`config.mk`:
```
export PLATFORM = sky130hd
export DESIGN_NAME = nonrestoring_divider
export DESIGN_NICKNAME = d
export VERILOG_FILES = /design/src/rtl/div_pkg.sv /design/src/rtl/div_ctrl.sv /design/src/rtl/nonrestoring_divider.sv
export SDC_FILE = /design/constraint.sdc
export NUM_CORES = 1
export LEC_CHECK = 0
export ABC_AREA = 1
export CORE_MARGIN = 2
export CORE_UTILIZATION = 30
export CTS_BUF_LIST = sky130_fd_sc_hd__clkbuf_4 sky130_fd_sc_hd__clkbuf_8 sky130_fd_sc_hd__clkbuf_16
export DETAILED_ROUTE_END_ITERATION = 8
export GPL_ROUTABILITY_DRIVEN = 0
export PLACE_DENSITY = 0.52
export REMOVE_ABC_BUFFERS = 1
export SETUP_SLACK_MARGIN = 0.4
export SLEW_MARGIN = 20
export SYNTH_ARGS = -nofsm -noshare
export SYNTH_HDL_FRONTEND = slang
export SYNTH_SLANG_ARGS = --single-unit
```
`constraint.sdc`:
```
create_clock -name clk -period 3.6 [get_ports clk]
set_input_delay 0.9 -clock clk [delete_from_list [all_inputs] [get_ports clk]]
set_output_delay 0.9 -clock clk [all_outputs]
set_load 0.005 [all_outputs]
```
`src/rtl/div_pkg.sv`:
```
// Shared definitions for the non-restoring divider: FSM state encoding,
// default operand width and the board switch field positions.
package div_pkg;

  localparam int unsigned DIV_N = 8;

  // Operand fields on the 16-bit switch bank
  localparam int unsigned SW_DIVISOR_LSB  = 8;
  localparam int unsigned SW_DIVIDEND_LSB = 0;

  typedef enum logic [2:0] {
    ST_IDLE    = 3'd0,
    ST_LOAD    = 3'd1,
    ST_ITER    = 3'd2,
    ST_CORRECT = 3'd3,
    ST_SIGN    = 3'd4,
    ST_DONE    = 3'd5
  } div_state_t;

endpackage

```
`src/rtl/div_ctrl.sv`:
```
// Divider sequencer: FSM plus iteration counter. Produces one-hot phase
// strobes for the datapath and the busy/done handshake outputs.
module div_ctrl
  import div_pkg::*;
#(
  parameter int unsigned N = DIV_N
) (
  input  logic                     clk,
  input  logic                     rst,
  input  logic                     i_start,
  input  logic                     i_eqz,
  input  logic                     i_dz_detect,
  output logic                     o_capture,
  output logic                     o_load,
  output logic                     o_iter,
  output logic                     o_correct,
  output logic                     o_sign,
  output logic                     o_busy,
  output logic                     o_done,
  output logic [$clog2(N+1)-1:0]   o_count
);

  localparam int unsigned CW = $clog2(N + 1);

  div_state_t    r_state;
  logic [CW-1:0] r_count;

  // State transitions and iteration count
  always_ff @(posedge clk or posedge rst) begin
    if (rst) begin
      r_state <= ST_IDLE;
      r_count <= '0;
    end else begin
      case (r_state)
        ST_IDLE: begin
          if (i_start) r_state <= ST_LOAD;
        end
        ST_LOAD: begin
          r_count <= CW'(N);
          r_state <= i_dz_detect ? ST_DONE : ST_ITER;
        end
        ST_ITER: begin
          r_count <= r_count - CW'(1);
          if (i_eqz) r_state <= ST_CORRECT;
        end
        ST_CORRECT: r_state <= ST_SIGN;
        ST_SIGN:    r_state <= ST_DONE;
        ST_DONE:    r_state <= ST_IDLE;
        default:    r_state <= ST_IDLE;
      endcase
    end
  end

  // Phase strobes decoded from the current state
  always_comb begin
    o_capture = (r_state == ST_IDLE) && i_start;
    o_load    = (r_state == ST_LOAD);
    o_iter    = (r_state == ST_ITER);
    o_correct = (r_state == ST_CORRECT);
    o_sign    = (r_state == ST_SIGN);
    o_done    = (r_state == ST_DONE);
    o_busy    = o_load || o_iter || o_correct || o_sign;
  end

  assign o_count = r_count;

endmodule

```
`src/rtl/nonrestoring_divider.sv`:
```
// Sequential N-bit non-restoring divider with start/busy/done handshake.
// Operands come from the switch bank (divisor high field, dividend low
// field); N must not exceed the 8-bit switch fields.
// Build option DIV_SIGNED_EN: signed two's-complement operands with
// truncating division; otherwise operands are unsigned.
module nonrestoring_divider
  import div_pkg::*;
#(
  parameter int unsigned N = DIV_N
) (
  input  logic         clk,
  input  logic         rst,
  input  logic         start,
  input  logic [15:0]  switches,
  output logic [N-1:0] quotient,
  output logic [N-1:0] remainder,
  output logic         busy,
  output logic         done,
  output logic         dz
);

  localparam int unsigned CW = $clog2(N + 1);

  logic          w_capture;
  logic          w_load;
  logic          w_iter;
  logic          w_correct;
  logic          w_sign;
  logic          w_eqz;
  logic          w_dz_detect;
  logic [CW-1:0] w_count;

  logic [N-1:0]  r_x;
  logic [N-1:0]  r_d;
  logic [N:0]    r_a;
  logic [N-1:0]  r_q;
  logic [N:0]    r_m;
  logic          r_dz;
  logic [N-1:0]  r_quot;
  logic [N-1:0]  r_rem;

  logic [N-1:0]  w_x_mag;
  logic [N-1:0]  w_d_mag;
  logic [N:0]    w_a_shift;
  logic [N:0]    w_a_next;
  logic [N-1:0]  w_rem_mag;
  logic [N-1:0]  w_q_res;
  logic [N-1:0]  w_r_res;

`ifdef DIV_SIGNED_EN
  logic          r_sx;
  logic          r_sq;
`endif

  div_ctrl #(.N(N)) u_ctrl (
    .clk         (clk),
    .rst         (rst),
    .i_start     (start),
    .i_eqz       (w_eqz),
    .i_dz_detect (w_dz_detect),
    .o_capture   (w_capture),
    .o_load      (w_load),
    .o_iter      (w_iter),
    .o_correct   (w_correct),
    .o_sign      (w_sign),
    .o_busy      (busy),
    .o_done      (done),
    .o_count     (w_count)
  );

  assign w_dz_detect = (r_d == '0);
  assign w_eqz       = ((w_count - CW'(1)) == '0);
  assign w_rem_mag   = r_a[N-1:0];

  // Operand magnitudes and sign fix-up of the final results
  always_comb begin
`ifdef DIV_SIGNED_EN
    w_x_mag = r_x[N-1] ? -r_x : r_x;
    w_d_mag = r_d[N-1] ? -r_d : r_d;
    w_q_res = r_sq ? -r_q : r_q;
    w_r_res = r_sx ? -w_rem_mag : w_rem_mag;
`else
    w_x_mag = r_x;
    w_d_mag = r_d;
    w_q_res = r_q;
    w_r_res = w_rem_mag;
`endif
  end

  // One non-restoring step: shift {A,Q} left, then add or subtract M by sign of A
  always_comb begin
    w_a_shift = {r_a[N-1:0], r_q[N-1]};
    w_a_next  = r_a[N] ? (w_a_shift + r_m) : (w_a_shift - r_m);
  end

  // Datapath registers: operand capture, iteration, correction, result write
  always_ff @(posedge clk or posedge rst) begin
    if (rst) begin
      r_x    <= '0;
      r_d    <= '0;
      r_a    <= '0;
      r_q    <= '0;
      r_m    <= '0;
      r_dz   <= 1'b0;
      r_quot <= '0;
      r_rem  <= '0;
`ifdef DIV_SIGNED_EN
      r_sx   <= 1'b0;
      r_sq   <= 1'b0;
`endif
    end else begin
      if (w_capture) begin
        r_x  <= switches[SW_DIVIDEND_LSB +: N];
        r_d  <= switches[SW_DIVISOR_LSB +: N];
        r_dz <= 1'b0;
      end
      if (w_load) begin
        if (w_dz_detect) begin
          r_quot <= '1;
          r_rem  <= r_x;
          r_dz   <= 1'b1;
        end else begin
          r_q <= w_x_mag;
          r_m <= {1'b0, w_d_mag};
          r_a <= '0;
`ifdef DIV_SIGNED_EN
          r_sx <= r_x[N-1];
          r_sq <= r_x[N-1] ^ r_d[N-1];
`endif
        end
      end
      if (w_iter) begin
        r_a <= w_a_next;
        r_q <= {r_q[N-2:0], ~w_a_next[N]};
      end
      if (w_correct && r_a[N]) begin
        r_a <= r_a + r_m;
      end
      if (w_sign) begin
        r_quot <= w_q_res;
        r_rem  <= w_r_res;
      end
    end
  end

  assign quotient  = r_quot;
  assign remainder = r_rem;
  assign dz        = r_dz;

endmodule

```
After elaboration in Yosys (flattened, before gate mapping) --
Cells that the tools add are included.
Cells by class: add/sub/neg operators 4, equality and inequality tests 9, muxes and demuxes 22, bitwise logic cells 2, reductions and logical operators 17
Operator list (number):
- $mux W8 | 9
- $mux W9 | 5
- $add A9 B8 Y9 | 2
- $pmux W3 S5 | 1
- $reduce_and A2 Y1 | 5
- $mux W3 | 3
- $sub A9 B8 Y9 | 1
- $logic_not A8 Y1 | 1
- $pmux W4 S2 | 1
- $eq A3 B2 Y1 const B | 2
- $eq A3 B3 Y1 const B | 2
- $reduce_bool A2 Y1 | 3
- $logic_not A4 Y1 | 1
- $ne A2 B2 Y1 const B | 2
- $sub A4 B1 Y4 const B | 1
- $eq A3 B1 Y1 const B | 1
- $logic_not A3 Y1 | 1
- $logic_or A1 B1 Y1 | 3
- $mux W1 | 3
- $ne A3 B3 Y1 const B | 1
- $reduce_bool A3 Y1 | 1
- $logic_and A1 B1 Y1 | 2
- $ne A2 B1 Y1 const B | 1
- $not A1 Y1 | 2
Storage, ports and cells: flip-flop bits (word level) 65, logic and storage cells 64

Longest topological paths before layout --
depth after elaboration 5, depth in mapped cells 16, gate-level depth less buffers 16

Modules after synthesis --
Synthesis repeated with hierarchy kept, for this count alone.
Unflattened totals: cell total of the unflattened synthesis 469, area, all modules 3801.1 um2
Modules (own cells, without submodules):
- nonrestoring_divider | instances 1, cells each 412, area an instance 3370.7 um2, seq. area each 1451.4 um2
- div_ctrl | instances 1, cells each 57, area an instance 430.4 um2, seq. area each 175.2 um2

Worst setup path before layout --
OpenSTA, ideal clock, no wires.
path type register to output, start point register u_ctrl.r_state[2], end point output busy, arrival time 1.293 ns, required time 2.700 ns, path slack 1.407 ns, cell stages (with the launch flop) 7, buffers on the path 1, path through dfrtp_1 > buf_6 > nor3_4 > inv_2 > nand2_1 > inv_1 > nand3_1
On the way: word-level cells in the longest chain between the ends 4, elaborated cells between the ends (all ways) 7, classes of those cells 4 x eq/ne; 3 x reduce/logical
Ends and longest elaborated chain:
- from (decl) | line div_ctrl.sv:25 | div_state_t r_state;
- from (signal assigned) | line div_ctrl.sv:40 | r_state <= i_dz_detect ? ST_DONE : ST_ITER;
- $eq A3 B1 Y1 / $eq A3 B2 Y1 (equally long branches) | line div_ctrl.sv:57, div_ctrl.sv:58
- $logic_or A1 B1 Y1 (2 in series) | line div_ctrl.sv:62 | o_busy = o_load || o_iter || o_correct || o_sign;
- $logic_or A1 B1 Y1 (*) | line div_ctrl.sv:62
- to (decl) | line nonrestoring_divider.sv:17 | output logic busy,
Mark *: on every way between the ends. The rest lies on a longest branch, timed or not.

Worst setup path after layout --
Ends and elaborated chain as after synthesis.

==> summary.md <==
| Metric | Value |
|---|---|
| Crit-path slowest cell | dfrtp_1 |
| Remaining global-route overflow | 0 |
| Post-synth cell types | 35 |
| Max VDD drop | 248 uV |
| Total negative slack | 0 ps |
| DR WL/cell | 14.1 um |
| Synth top area share | 0.444 |
| Synth area leader | dfrtp_1 |
| CP Max Fanout | 11 |
| Hold/Removal Path Class | reg -> reg |
| Post-route antenna net violation count | 0 |
| Worst skew pair latency | 320 ps |
| Static Leakage | 2.15 nW |
| I/O Buffers | 37 |
| Ports | 38 |
| Vias | 3037 |
| First-pass GRT wire length | 15.3 mm |
| TritonCTS Buffers | 9 |
| Layout area overhead | 22.8% |
| GRT Util Overall | 0.151 |
| Gate Count Post-Synth | 451 |
| CTS tree | done |
| Flops & latches, synth | 65 |
| N_diodes | 0 |
| Max Cap Viol | 0 |
| Final Hold Vio Count | 0 |
| Average size of a mapped cell | 8.13 um^2 |
| Die Area | 13100 um^2 |
| Post-DP HPWL | 6.89 mm |
| Crit path required time | 2700 ps |
| Finish-stage setup viols | 0 |
| Yosys warns | 0 |
| Post-synthesis sequential area ratio | 0.444 |
| Critical Path Source Type | flip-flop |
| Final worst setup slack | 687 ps |
| EDFF count, synth | 0 |
| Largest net degree at the start of global routing | 43 |
| Fin nets | 535 |
| Tmin final | 2910 ps |
| Crit path DAT | 2010 ps |
| CTS max path bufs | 2 |
| Die X | 115 um |
| Worst R2R Setup Slack | 1080 ps |
| Slew @ Worst Pin | 563 ps |
| Relative slew slack | 0.624 |
| Vias in the first global route | 3000 |
| Initial Util | 0.306 |
| Max Clock Freq | 343 MHz |
| RSZ-0062 raised after global routing | no |
| Asr flop ratio synth | 1.00 |
| Sink Count | 65 |
| Drt drc | 0 |
| DP Worst Slack | 949 ps |
| Initial antenna violation count | 0 |
| CP cell instances | inv_1 -> nand2_1 -> nand2_1 -> inv_1 -> nand3_1 -> clkdlybuf4s50_1 |
| Worst path max stage delay | 590 ps |
| Max Slew Vio Count | 0 |
| CTS Root Buffer Type | clkbuf_16 |
| Core area | 12000 um^2 |
| Vias per cell | 4.71 |
| Most common cell in the netlist | nand2_1 |
| DR pass1 iterations | 5 |
| Final wirelength | 9.12 mm |
| Period utilisation layout | 0.809 |
| CP Class | reg -> out |
| Layout cells sized above 1 | 0.0703 |
| FP Rows | 40 |
| PwrDens | 1010 nW/um^2 |
| CP Capture Type | output port |
| Top_reg_cell synth | dfrtp_1 |
| Die Height | 115 um |
| Area contributors post-synth | dfrtp_1 44%, nand2_1 15%, ha_1 7.2% |
| Skew final | 10.7 ps |
| Commonest cells post-synth | 144 x nand2_1, 65 x dfrtp_1, 42 x inv_1, 36 x nand3_1, 25 x nor2_1 |
| Reg clk slew, reported paths | 60 ps |
| # H-tree levels | 3 |
| Status | finished, final reports clean |
| Syn Std Cell Area | 3660 um^2 |
| Initial drt markers | 153 |
==> registers in the layout, summed over array words and instances, names as in the netlist <==
name            flops
dz                  1
quotient            8
r_a                 9
r_d                 8
r_m                 8
r_q                 8
r_x                 8
remainder           8
u_ctrl.o_count      4
u_ctrl.r_state      3
==> final cells by class <==
| type | instances | area (um^2) |
|---|---|---|
| Clock buffer | 10 | 233 |
| Clock inverter | 6 | 67.6 |
| Fill cell | 1229 | 7460 |
| Inverter | 45 | 169 |
| Multi-Input combinational cell | 330 | 1800 |
| Sequential cell | 65 | 1630 |
| Tap cell | 147 | 184 |
| Timing Repair Buffer | 42 | 420 |
==> worst paths after layout <==
kind | end | start | cells after the start
setup / recovery | busy | u_ctrl.r_state[2]$_DFFE_PP0P_ | 6
hold / removal | quotient[6]$_DFFE_PP0P_ | quotient[6]$_DFFE_PP0P_ | 1
setup reg to reg | r_q[0]$_DFFE_PP0P_ | r_m[1]$_DFFE_PP0P_ | 16
hold reg to reg | quotient[6]$_DFFE_PP0P_ | quotient[6]$_DFFE_PP0P_ | 1
max in group asynchronous | r_d[1]$_DFFE_PP0P_ | rst | 3
min in group asynchronous | r_q[7]$_DFFE_PP0P_ | rst | 2
==> metal layers <==
metal | vias to the layer above | track usage | part of all wire
met2 | 52 | 0.231 | 0.45
met3 | 2 | 0.0265 | 0.035
met1 | 1419 | 0.219 | 0.51
met4 | 0 | 0.0390 | 0.0050
met5 | - | 0 | 0
li1 | 1564 | - | -
==> worst max-delay path: cells and delay by family (launching register included) <==
family | cells | cell delay, ps
buffers and inverters | 3 | 740
flip-flops | 1 | 590
AND/OR/NAND/NOR | 3 | 370
==> cell usage in the layout (no fill, tap or decap), types with 2 or more instances in the layout <==
cell               n
nand3b_1           5
clkdlybuf4s50_1   37
nand2_2            2
buf_4              4
fa_1               2
o21ai_0           18
o21a_1             2
nand2_1          144
o22a_1             8
clkbuf_16          9
xor2_1             7
clkinvlp_4         2
nand3_1           36
nand4_1            2
o21ai_1            9
o22ai_1            2
nor3_1             2
mux2i_1            7
a22oi_1            2
inv_2              4
nor2_2             4
ha_1              21
a21oi_1           16
inv_1             41
nor2_1            24
a31oi_1            9
dfrtp_1           65
==> where the power goes <==
part / switching [mW] / internal [mW] / leakage, nW / total [mW]
clock network: 0.327 / 0.546 / 0.142 / 0.873
logic: 1.31 / 0.963 / 1.21 / 2.27
registers: 0.323 / 1.07 / 0.803 / 1.40
total: 1.96 / 2.58 / 2.15 / 4.54
==> what timing repair did <==
item,in CTS,in global routing
setup buffers,0,0
hold buffers,0,0
setup endpoints to repair,0,1
resized for setup,0,1
==> stage by stage <==
step	area (um^2)	hold WS, ps	total power, mW	cells	utilization
after global placement	4200	487	3.63	629	0.351
after detailed placement	4200	491	3.68	629	0.351
after CTS	4500	505	4.58	645	0.376
after floorplan	3590	470	2.89	440	-
after global routing	4500	517	4.98	645	0.376
final	4500	505	4.54	645	0.376
==> cell families (layout without fill, tap and decap cells) <==
| group | count (synthesis) | after routing | synth area share |
|---|---|---|---|
| flip-flops | 65 | 65 | 0.444 |
| XOR/XNOR | 8 | 8 | 0.0191 |
| multiplexers | 7 | 7 | 0.0191 |
| AND/OR/NAND/NOR | 223 | 223 | 0.258 |
| adder cells (fa/ha/maj) | 23 | 23 | 0.0826 |
| buffers and inverters | 56 | 103 | 0.0659 |
| AO/OA/AOI/OAI | 69 | 69 | 0.111 |
Note: power is estimated with default switching activity, not from simulation.
